**config.mk**
```make
export PLATFORM = sky130hd
export DESIGN_NAME = adc_sample_buffer
export DESIGN_NICKNAME = d
export VERILOG_FILES = /design/src/rtl/adc_sample_buffer_pkg.sv /design/src/rtl/sample_fifo.sv /design/src/rtl/adc_sample_buffer.sv
export SDC_FILE = /design/constraint.sdc
export NUM_CORES = 1
export LEC_CHECK = 0
export CORE_MARGIN = 2
export CORE_UTILIZATION = 53
export CTS_CLUSTER_DIAMETER = 60
export CTS_CLUSTER_SIZE = 24
export DETAILED_ROUTE_END_ITERATION = 10
export MAX_ROUTING_LAYER = met4
export PLACE_DENSITY_LB_ADDON = 0.08
export SYNTH_ARGS = -nofsm -noshare
export SYNTH_HDL_FRONTEND = slang
export SYNTH_SLANG_ARGS = --single-unit
export TNS_END_PERCENT = 10
```
**constraint.sdc**
```tcl
create_clock -name Clk -period 3.2 [get_ports Clk]
set_clock_uncertainty 0.2 [all_clocks]
set_input_delay 0.64 -clock Clk [delete_from_list [all_inputs] [get_ports Clk]]
set_output_delay 0.64 -clock Clk [all_outputs]
set_load 0.005 [all_outputs]
```
**src/rtl/adc_sample_buffer_pkg.sv**
```systemverilog
// Shared widths and FIFO entry layout for the ADC capture/buffer path.
package adc_sample_buffer_pkg;

  localparam int unsigned ADC_W   = 14;
  localparam int unsigned ENTRY_W = ADC_W + 1;

  typedef struct packed {
    logic             tag;
    logic [ADC_W-1:0] data;
  } entry_t;

endpackage

```
**src/rtl/sample_fifo.sv**
```systemverilog
// Synchronous show-ahead FIFO; head, full and valid are all registered.
module sample_fifo
  import adc_sample_buffer_pkg::*;
#(
  parameter int unsigned DEPTH = 4
) (
  input  logic   clk_i,
  input  logic   rst_i,
  input  logic   push_i,
  input  entry_t wdata_i,
  input  logic   pop_i,
  output entry_t head_o,
  output logic   full_o,
  output logic   valid_o
);

  localparam int unsigned PTR_W = $clog2(DEPTH);
  localparam int unsigned CNT_W = PTR_W + 1;

  entry_t             mem_q [DEPTH];
  logic [PTR_W-1:0]   wr_ptr_q, wr_ptr_d;
  logic [PTR_W-1:0]   rd_ptr_q, rd_ptr_d;
  logic [CNT_W-1:0]   cnt_q, cnt_d;
  entry_t             head_q, head_d;
  logic               full_q, full_d;
  logic               valid_q, valid_d;
  logic               wr_en_c, rd_en_c;

  // A push into a full FIFO is only accepted when a pop frees a slot in the same cycle.
  always_comb begin
    rd_en_c  = pop_i && valid_q;
    wr_en_c  = push_i && (!full_q || rd_en_c);
    wr_ptr_d = wr_ptr_q;
    rd_ptr_d = rd_ptr_q;
    if (wr_en_c) wr_ptr_d = wr_ptr_q + PTR_W'(1);
    if (rd_en_c) rd_ptr_d = rd_ptr_q + PTR_W'(1);
    cnt_d   = cnt_q + CNT_W'(wr_en_c) - CNT_W'(rd_en_c);
    full_d  = (cnt_d == CNT_W'(DEPTH));
    valid_d = (cnt_d != '0);
    // Next head bypasses the memory when it is the entry being written now.
    head_d = '0;
    if (valid_d) begin
      if (wr_en_c && (wr_ptr_q == rd_ptr_d)) head_d = wdata_i;
      else                                   head_d = mem_q[rd_ptr_d];
    end
  end

  always_ff @(posedge clk_i) begin
    if (wr_en_c) mem_q[wr_ptr_q] <= wdata_i;
  end

  always_ff @(posedge clk_i) begin
    if (rst_i) begin
      wr_ptr_q <= '0;
      rd_ptr_q <= '0;
      cnt_q    <= '0;
      head_q   <= '0;
      full_q   <= 1'b0;
      valid_q  <= 1'b0;
    end else begin
      wr_ptr_q <= wr_ptr_d;
      rd_ptr_q <= rd_ptr_d;
      cnt_q    <= cnt_d;
      head_q   <= head_d;
      full_q   <= full_d;
      valid_q  <= valid_d;
    end
  end

  assign head_o  = head_q;
  assign full_o  = full_q;
  assign valid_o = valid_q;

endmodule

```
**src/rtl/adc_sample_buffer.sv**
```systemverilog
// Paces ADC conversions, captures samples after the ADC latency, and forwards
// them raw (fast) or block-averaged (slow) into a small show-ahead FIFO.
module adc_sample_buffer
  import adc_sample_buffer_pkg::*;
#(
  parameter int unsigned CLK_DIV    = 8,
  parameter int unsigned ADC_LAT    = 3,
  parameter int unsigned AVG_LOG2   = 2,
  parameter int unsigned FIFO_DEPTH = 4
) (
  input  logic             Clk,
  input  logic             Reset,
  input  logic             Enable,
  input  logic             FastSel,
  input  logic [ADC_W-1:0] AdcData,
  output logic             AdcStart,
  input  logic             ReadAck,
  output logic [ADC_W-1:0] DataSlow,
  output logic             Fast,
  output logic             ReadyBuff,
  output logic             Overrun,
  input  logic             ClearOvr
);

  localparam int unsigned TMR_W = $clog2(CLK_DIV);
  localparam int unsigned ACC_W = ADC_W + AVG_LOG2;
  localparam int unsigned BLK_W = (AVG_LOG2 > 0) ? AVG_LOG2 : 1;
  localparam logic [TMR_W-1:0] TMR_LAST = TMR_W'(CLK_DIV - 1);
  localparam logic [BLK_W-1:0] BLK_LAST = BLK_W'((1 << AVG_LOG2) - 1);

  logic [TMR_W-1:0]   tmr_q, tmr_d;
  logic               start_q, start_d;
  logic [ADC_LAT-1:0] vld_q, vld_d;
  logic [ACC_W-1:0]   acc_q, acc_d;
  logic [BLK_W-1:0]   blk_q, blk_d;
  logic               mode_q, mode_d;
  logic               push_q, push_d;
  entry_t             entry_q, entry_d;
  logic               ovr_q, ovr_d;

  logic               cap_c, mode_c, drop_c;
  logic [ACC_W-1:0]   sum_c;
  entry_t             head;
  logic               fifo_full, fifo_valid;

  always_comb begin
    tmr_d   = '0;
    start_d = 1'b0;
    vld_d   = '0;
    acc_d   = '0;
    blk_d   = '0;
    mode_d  = mode_q;
    push_d  = 1'b0;
    entry_d = entry_q;
    cap_c   = Enable && vld_q[ADC_LAT-1];
    // The mode only follows FastSel at a block boundary.
    mode_c  = (blk_q == '0) ? FastSel : mode_q;
    sum_c   = acc_q + ACC_W'(AdcData);

    if (Enable) begin
      tmr_d   = (tmr_q == TMR_LAST) ? '0 : tmr_q + TMR_W'(1);
      start_d = (tmr_q == '0);
      vld_d   = ADC_LAT'({vld_q, start_q});
      acc_d   = acc_q;
      blk_d   = blk_q;
      if (cap_c) begin
        mode_d = mode_c;
        if (mode_c) begin
          push_d       = 1'b1;
          entry_d.tag  = 1'b1;
          entry_d.data = AdcData;
        end else if (blk_q == BLK_LAST) begin
          push_d       = 1'b1;
          entry_d.tag  = 1'b0;
          entry_d.data = ADC_W'(sum_c >> AVG_LOG2);
          acc_d        = '0;
          blk_d        = '0;
        end else begin
          acc_d = sum_c;
          blk_d = blk_q + BLK_W'(1);
        end
      end
    end

    // A drop in the same cycle as a clear leaves the flag set.
    drop_c = push_q && fifo_full && !(ReadAck && fifo_valid);
    ovr_d  = ovr_q;
    if (drop_c)        ovr_d = 1'b1;
    else if (ClearOvr) ovr_d = 1'b0;
  end

  always_ff @(posedge Clk) begin
    if (Reset) begin
      tmr_q   <= '0;
      start_q <= 1'b0;
      vld_q   <= '0;
      acc_q   <= '0;
      blk_q   <= '0;
      mode_q  <= 1'b0;
      push_q  <= 1'b0;
      entry_q <= '0;
      ovr_q   <= 1'b0;
    end else begin
      tmr_q   <= tmr_d;
      start_q <= start_d;
      vld_q   <= vld_d;
      acc_q   <= acc_d;
      blk_q   <= blk_d;
      mode_q  <= mode_d;
      push_q  <= push_d;
      entry_q <= entry_d;
      ovr_q   <= ovr_d;
    end
  end

  sample_fifo #(
    .DEPTH (FIFO_DEPTH)
  ) u_fifo (
    .clk_i   (Clk),
    .rst_i   (Reset),
    .push_i  (push_q),
    .wdata_i (entry_q),
    .pop_i   (ReadAck),
    .head_o  (head),
    .full_o  (fifo_full),
    .valid_o (fifo_valid)
  );

  assign AdcStart  = start_q;
  assign DataSlow  = head.data;
  assign Fast      = head.tag;
  assign ReadyBuff = fifo_valid;
  assign Overrun   = ovr_q;

endmodule

```
## Word level (Yosys, flattened, before mapping)

Memories as Yosys holds them, arrays and structs flattened. A register that Yosys moved wholly into a read port is not among the register bits.
Index checks and enable logic that the tools add are counted.

- Multiplexer cells: 12
- Bitwise operators: 4
- Reductions and logical operators: 20
- Add/subtract/negate cells: 7
- Equality and inequality tests: 3

Operator list:

| kind | count |
|---|---|
| two-way mux 15 bit | 2 |
| adder 16 x 14 -> 16 bit | 1 |
| two-way mux 16 bit | 1 |
| two-way mux 1 bit | 7 |
| adder 2 x 1 -> 2 bit, second input constant | 3 |
| == test 3 bit, second input constant | 2 |
| OR reduction 3 bit | 2 |
| logical AND 1 bit | 5 |
| two-way mux 2 bit | 2 |
| inverter 1 bit | 4 |
| AND reduction 2 bit | 2 |
| nonzero test 2 bit | 2 |
| OR reduction 2 bit | 2 |
| adder 3 x 1 -> 3 bit | 1 |
| adder 3 x 1 -> 3 bit, second input constant | 1 |
| zero test 3 bit | 1 |
| AND reduction 3 bit | 1 |
| nonzero test 3 bit | 1 |
| subtractor 3 x 1 -> 3 bit | 1 |
| == test 2 bit, second input constant | 1 |
| zero test 1 bit | 2 |
| zero test 2 bit | 1 |
| logical OR 1 bit | 1 |

- Input port bits: 20
- Flip-flop bits (word level): 52
- Memories kept: 1
- Memory bits (writable): 60
- Output and inout bits: 18
- Word-level logic and storage cells: 62

Memories:

| memory | words | width | rd ports | clocked after Yosys merged registers in | write ports | line | text |
|---|---|---|---|---|---|---|---|
| u_fifo.mem_q | 4 | 15 | 1 | 1 | 1 | sample_fifo.sv:20 | `entry_t mem_q [DEPTH];` |

## Depth between registers and ports, before layout

- Depth in word-level cells: 8
- Mapped depth: 13
- Mapped depth without buffers: 12

## Modules after synthesis

A second synthesis with hierarchy kept.

- Cells, all modules: 556
- Area total of the unflattened synthesis: 6115.9 um2

Modules (own cells, without submodules):

| module | times used | seq. area each (um2) | cells each | area an instance (um2) |
|---|---|---|---|---|
| sample_fifo | 1 | 2282.2 | 249 | 3568.4 |
| adc_sample_buffer | 1 | 860.8 | 307 | 2547.4 |

## Worst setup path before layout

No wires, ideal clock.

- Kind: input-to-reg
- Start point: in ReadAck
- End point: reg u_fifo.head_q, in the netlist u_fifo.head_o[10]
- Setup time: 0.127 ns
- Buffers on the path: 1
- Arrival: 2.813 ns
- Path slack: 0.059 ns
- Required time: 2.873 ns
- Cell stages on the path: 11
- Cells stage by stage: nand2_1 a21boi_1 ha_1 inv_1 fa_1 xor2_1 xnor2_1 nor2_1 nor2_1 clkbuf_1 nor2_1

- Word-level cells in the longest chain between the ends: 8
- Elaborated cells on any way between the ends: 9
- Classes of those cells: 2 x add/sub; 1 x mux; 1 x bitwise; 5 x reduce/logical

Ends and longest elaborated chain:

| item | line | text |
|---|---|---|
| from (decl) | adc_sample_buffer.sv:17 | `input logic ReadAck,` |
| logical AND 1 bit | sample_fifo.sv:31 | `rd_en_c = pop_i && valid_q;` |
| logical OR 1 bit | sample_fifo.sv:32 | `wr_en_c = push_i && (!full_q \|\| rd_en_c);` |
| logical AND 1 bit | sample_fifo.sv:32 |  |
| net u_fifo.wr_en_c | sample_fifo.sv:27 | `logic wr_en_c, rd_en_c;` |
| adder 3 x 1 -> 3 bit | sample_fifo.sv:37 | `cnt_d = cnt_q + CNT_W'(wr_en_c) - CNT_W'(rd_en_c);` |
| subtractor 3 x 1 -> 3 bit | sample_fifo.sv:37 |  |
| nonzero test 3 bit | sample_fifo.sv:39 | `valid_d = (cnt_d != '0);` |
| inverter 1 bit (no source line) | -- |  |
| OR reduction 2 bit (no source line) | -- |  |
| to (signal assigned) | sample_fifo.sv:57 | `head_q <= '0;` |
| to (signal assigned) | sample_fifo.sv:64 | `head_q <= head_d;` |
| to (decl) | sample_fifo.sv:24 | `entry_t head_q, head_d;` |

The timed path passes the listed nets, and every way through them passes these cells.
A chain may end at the register's enable or synchronous reset.

## Final worst setup path

- Start point: in ReadAck
- End point: reg u_fifo.head_q, in the netlist u_fifo.head_o[3]

- Word-level cells in the longest chain between the ends: 8
- Elaborated cells on any way between the ends: 9
- Classes of those cells: 2 x add/sub; 1 x mux; 1 x bitwise; 5 x reduce/logical

Ends and longest elaborated chain:

| item | line |
|---|---|
| logical AND 1 bit (*) | sample_fifo.sv:31 |
| logical OR 1 bit | sample_fifo.sv:32 |
| logical AND 1 bit | sample_fifo.sv:32 |
| adder 3 x 1 -> 3 bit | sample_fifo.sv:37 |
| subtractor 3 x 1 -> 3 bit | sample_fifo.sv:37 |
| nonzero test 3 bit | sample_fifo.sv:39 |
| inverter 1 bit (no source line) | -- |
| OR reduction 2 bit (no source line) | -- |

Every way passes the cells marked *; elsewhere a longest branch is shown, timed or not.

==> flow_results.org <==
** Detailed routing
- For this run, design rule violations remaining after detail routing come to 0.
- Number of antenna-violating nets in the routed design :: 0
- The first detailed-routing pass took 4 iterations.
- The detailed router placed 3609 vias in this run.
- Using the TritonRoute via totals, the vias-per-cell ratio works out to approximately 5.5.
- In this run, the number of DRC markers left after iteration 0 of detailed routing was 160.
- After detailed routing, the total wire length is 10930 µm.
- In the final routed layout, each cell accounts on average for roughly 17 µm.

** Finish
- In the final layout, the share of cells above drive strength 1 is 0.1497.
- Antenna Diode Count :: 0
- Fill cells in the final layout number roughly 800.
- Post-route non-filler standard cell count :: 657
- The area growth from synthesis to layout is 21.47%.
- Nets@finish :: between 500 and 600

** Global routing
- Global routing finished with a remaining overflow of 0.
- Entering global routing, the biggest net connects 30 pins.
- Global Route Usage Sum :: 0.2175
- The via count of the first global-routing pass is 3658.
- Antenna violations before repair :: 0
- Global-route wire length before repair :: around 18000 µm

** Die
- Width of the die :: around 110 µm
- Area of the die :: around 0.011 mm²
- In this run the vertical extent of the chip is 106.0 µm.
- In this run the count of I/O pins placed on the die edge is 38.
- The floorplan has 37 rows.
- The core region is about 0.010 mm².
- For this configuration, the core starts out at a cell density of 0.5393.

** Timing
- Count of endpoints failing hold in the final timing report :: 0
- Unrepaired setup endpoints after global routing :: no
- The worst path meets setup with roughly 410 ps of slack.
- Final-report setup violation count :: 0
- Tightest Pin Transition :: 923.1 ps
- Ratio of final minimum period to clock period :: 0.8724
- Final hold analysis gives a worst-case slack of 229.5 ps.
- Relative slew margins :: 0.3846
- The number of max-slew violations in the final report is 0.
- Static timing analysis puts the maximum clock frequency at between 300 and 400 MHz.
- Tmin final :: between 2000 and 3000 ps

** Pwr
- The worst-case IR drop observed on VDD is around 0.48 mV.
- Sum of internal, switching and leakage power :: about 4.5 mW
- The share of total power dissipated in the clock network is 0.383.
- Switching portion of total power :: 0.2516
- Power density over cell area :: ~670 mW/mm²
- In this run the static leakage power is ~2.6 nW.
- Switching power total :: roughly 1.1 mW
- The share of total power dissipated in combinational logic is 0.205.
- Internal power comes to ~3.4 mW.
- Sequential group share of total power :: 0.412

** Synthesis
- Synthesis inferred between 100 and 150 register bits.
- Portion of the post-synthesis area used by sequential elements :: 0.5696
- Dividing the synthesized area by the synthesized cell count gives approximately 12 µm².
- In the post-synthesis netlist, the biggest area contributors are edfxtp_1 33%, dfxtp_1 24%, ha_1 5.7%, mux4_2 5.3%, nor2_1 3.9%.
- Post-synthesis net count :: between 400 and 500
- Total standard cell area after synthesis :: around 0.0055 mm²
- Async S/R FF share, synth :: 0
- Synthesis Warnings :: 0
- Post-Syn Instances :: around 450
- Counting flops with a built-in enable in the synthesized netlist gives 60.
- Fraction of post-synthesis cell area in the top cell type by area :: 0.3265
- Library cell with the largest summed area after synthesis :: edfxtp_1
- Count of unique library cells instantiated by Yosys :: about 60
- Among all flip-flop cells after synthesis, the most frequent one is dfxtp_1.

** Clock tree
- # clock sinks :: 127
- Post_cts resized :: 0
- Buffer type at the clock tree root :: clkbuf_8
- Hold buffers post-CTS :: 0
- Source-to-sink clock delay at the later pin of the worst-skew pair :: ~520 ps
- Clock slew at reported path FFs :: about 60 ps
- TritonCTS built the clock tree.
- Postcts setup bufs :: 0
- CTS built an H-tree with a depth of 4.
- In this run the deepest clock path goes through 2 buffers.
- Number of CTS-inserted buffers :: 17

** Setup path
- R2r worst-path depth :: 13
- By startpoint and endpoint, the worst setup path is classified as primary input to register.
- The worst register-to-register path begins at u_fifo.valid_o.
- The worst register-to-register path ends at u_fifo.head_o[3].
- Setup slack of the worst register-to-register path :: about 640 ps
- STA puts the critical path data required time at roughly 3400 ps.
- For the worst setup path, the data arrival time is around 3000 ps.
- Worst Path Max Fanout :: 16
- STA classifies the critical path startpoint as a primary input.
- The worst setup path is captured at a register.

** Place
- The count of buffers added on input and output ports is 37.
- Post-placement cell count :: roughly 630
- At the end of routability-driven placement, the weighted congestion stood at ~0.86.
- Summed over all nets, the half-perimeter wirelength after detailed placement is between 7000 and 8000 µm.
- Before CTS, the worst setup slack after placement is -122.0 ps.

** Min path
- Cells on Worst Hold Path :: 1
- The worst hold path terminates at AdcStart.
- In this run the most critical hold path is launched from tmr_q[2].
- Hold Crit Class :: register to register

** Outcome
- The flow ran to the end, and the final reports show no timing, DRC or antenna violations.

** Flow run
- Max-Cap Viols :: 0
layout make-up:
class / instances / area [µm²] / share of cell area
multi-input combinational: 280 / 2196 / 0.3276
clock inverter: 14 / 117.6 / 0.01755
inverter: 20 / 75.07 / 0.01120
timing repair buffer: 62 / 583.1 / 0.08699
sequential: 127 / 3143 / 0.4689
tap: 136 / 170.2 / 0.02539
clock buffer: 18 / 417.9 / 0.06235
power groups by stage:
stage / registers [mW] / logic, mW / clock network, mW
6_report: 1.85 / 0.918 / 1.72
2_1_floorplan: 1.89 / 0.537 / 0
3_3_place_gp: 1.89 / 0.898 / 0
4_1_cts: 1.85 / 0.932 / 1.75
5_1_grt: 1.86 / 1.00 / 1.84
3_5_place_dp: 1.89 / 0.921 / 0
through the flow:
| step | TNS (ps) | area, µm² | utilization |
|---|---|---|---|
| 2_1_floorplan | 0 | 5518 | - |
| 3_3_place_gp | -559.4 | 6167 | 0.6028 |
| 3_5_place_dp | -1784 | 6167 | 0.6028 |
| 4_1_cts | 0 | 6703 | 0.6551 |
| 5_1_grt | 0 | 6703 | 0.6551 |
| 6_report | 0 | 6703 | 0.6551 |
how the worst max path moves through the flow:
stage	depth (start not counted)	slack (ps)	startpoint	endpoint
2_1_floorplan	11	60	ReadAck	u_fifo.head_o[10]
3_3_place_gp	14	-40	ReadAck	u_fifo.head_o[14]
3_5_place_dp	14	-120	ReadAck	u_fifo.head_o[3]
4_1_cts	14	420	ReadAck	u_fifo.head_o[3]
5_1_grt	14	260	ReadAck	u_fifo.head_o[3]
6_report	14	410	ReadAck	u_fifo.head_o[3]
flip-flops by register name, indices dropped and copies added (netlist names):
register and count:
mode_q 1, u_fifo.valid_o 1, entry_q 15, u_fifo.mem_q 60, blk_q 2, Overrun 1, u_fifo.full_o 1, AdcStart 1
acc_q 16, push_q 1, u_fifo.head_o 15, u_fifo.rd_ptr_q 2, u_fifo.wr_ptr_q 2, tmr_q 3, u_fifo.cnt_q 3, vld_q 3
routing by layer:
metal / GRT usage / wire (µm) / vias up
li1: - / - / 1762
met1: 0.2692 / 4987 / 1742
met2: 0.3465 / 5325 / 86
met3: 0.05395 / 389 / 19
met4: 0.08647 / 225 / 0
met5: - / 0 / -
layout by cell type, fill, tap and decap left out, types with 3 or more instances in the layout:
| cell type | instances |
|---|---|
| a211oi_1 | 8 |
| a21oi_1 | 25 |
| a22o_1 | 8 |
| a311oi_1 | 3 |
| a32oi_1 | 3 |
| and2_1 | 7 |
| buf_4 | 23 |
| clkbuf_16 | 16 |
| clkdlybuf4s50_1 | 37 |
| clkinv_2 | 3 |
| clkinvlp_4 | 4 |
| dfxtp_1 | 67 |
| edfxtp_1 | 60 |
| ha_1 | 25 |
| inv_1 | 20 |
| mux2i_1 | 17 |
| mux4_2 | 13 |
| nand2_1 | 22 |
| nand3_1 | 5 |
| nor2_1 | 57 |
| nor2b_1 | 3 |
| nor3_1 | 12 |
| nor3b_1 | 5 |
| nor4_1 | 3 |
| o211ai_1 | 3 |
| o21ai_0 | 5 |
| o21bai_1 | 3 |
| xnor2_1 | 13 |
| xor2_1 | 5 |
synth_stat cells, types with 7 or more instances:
master,count
a211oi_1,8
a21oi_1,25
a22o_1,8
and2_1,7
clkbuf_1,11
dfxtp_1,67
edfxtp_1,60
ha_1,25
inv_1,20
mux2i_1,17
mux4_2,13
nand2_1,22
nor2_1,57
nor3_1,12
xnor2_1,13
critical path, stage by stage:
cell and delay (ps):
clkdlybuf4s50_1 420, nand2_1 190, inv_1 70, ha_1 260, inv_1 50, ha_1 140, inv_1 50, fa_1 370
xor2_1 170, xnor2_1 140, nor2_1 70, nor2_1 110, buf_4 220, nor2_1 90
cells by family (layout without fill, tap and decap cells):
family / count (synthesis) / in the layout / synth area share
compound gates: 76 / 76 / 0.09887
xor+xnor: 19 / 19 / 0.03152
fa+ha+maj: 27 / 27 / 0.06395
buf+inv: 38 / 114 / 0.03243
flops: 127 / 127 / 0.5696
mux: 34 / 34 / 0.09796
simple gates: 124 / 124 / 0.1057
Power figures use the tool's default switching activity.
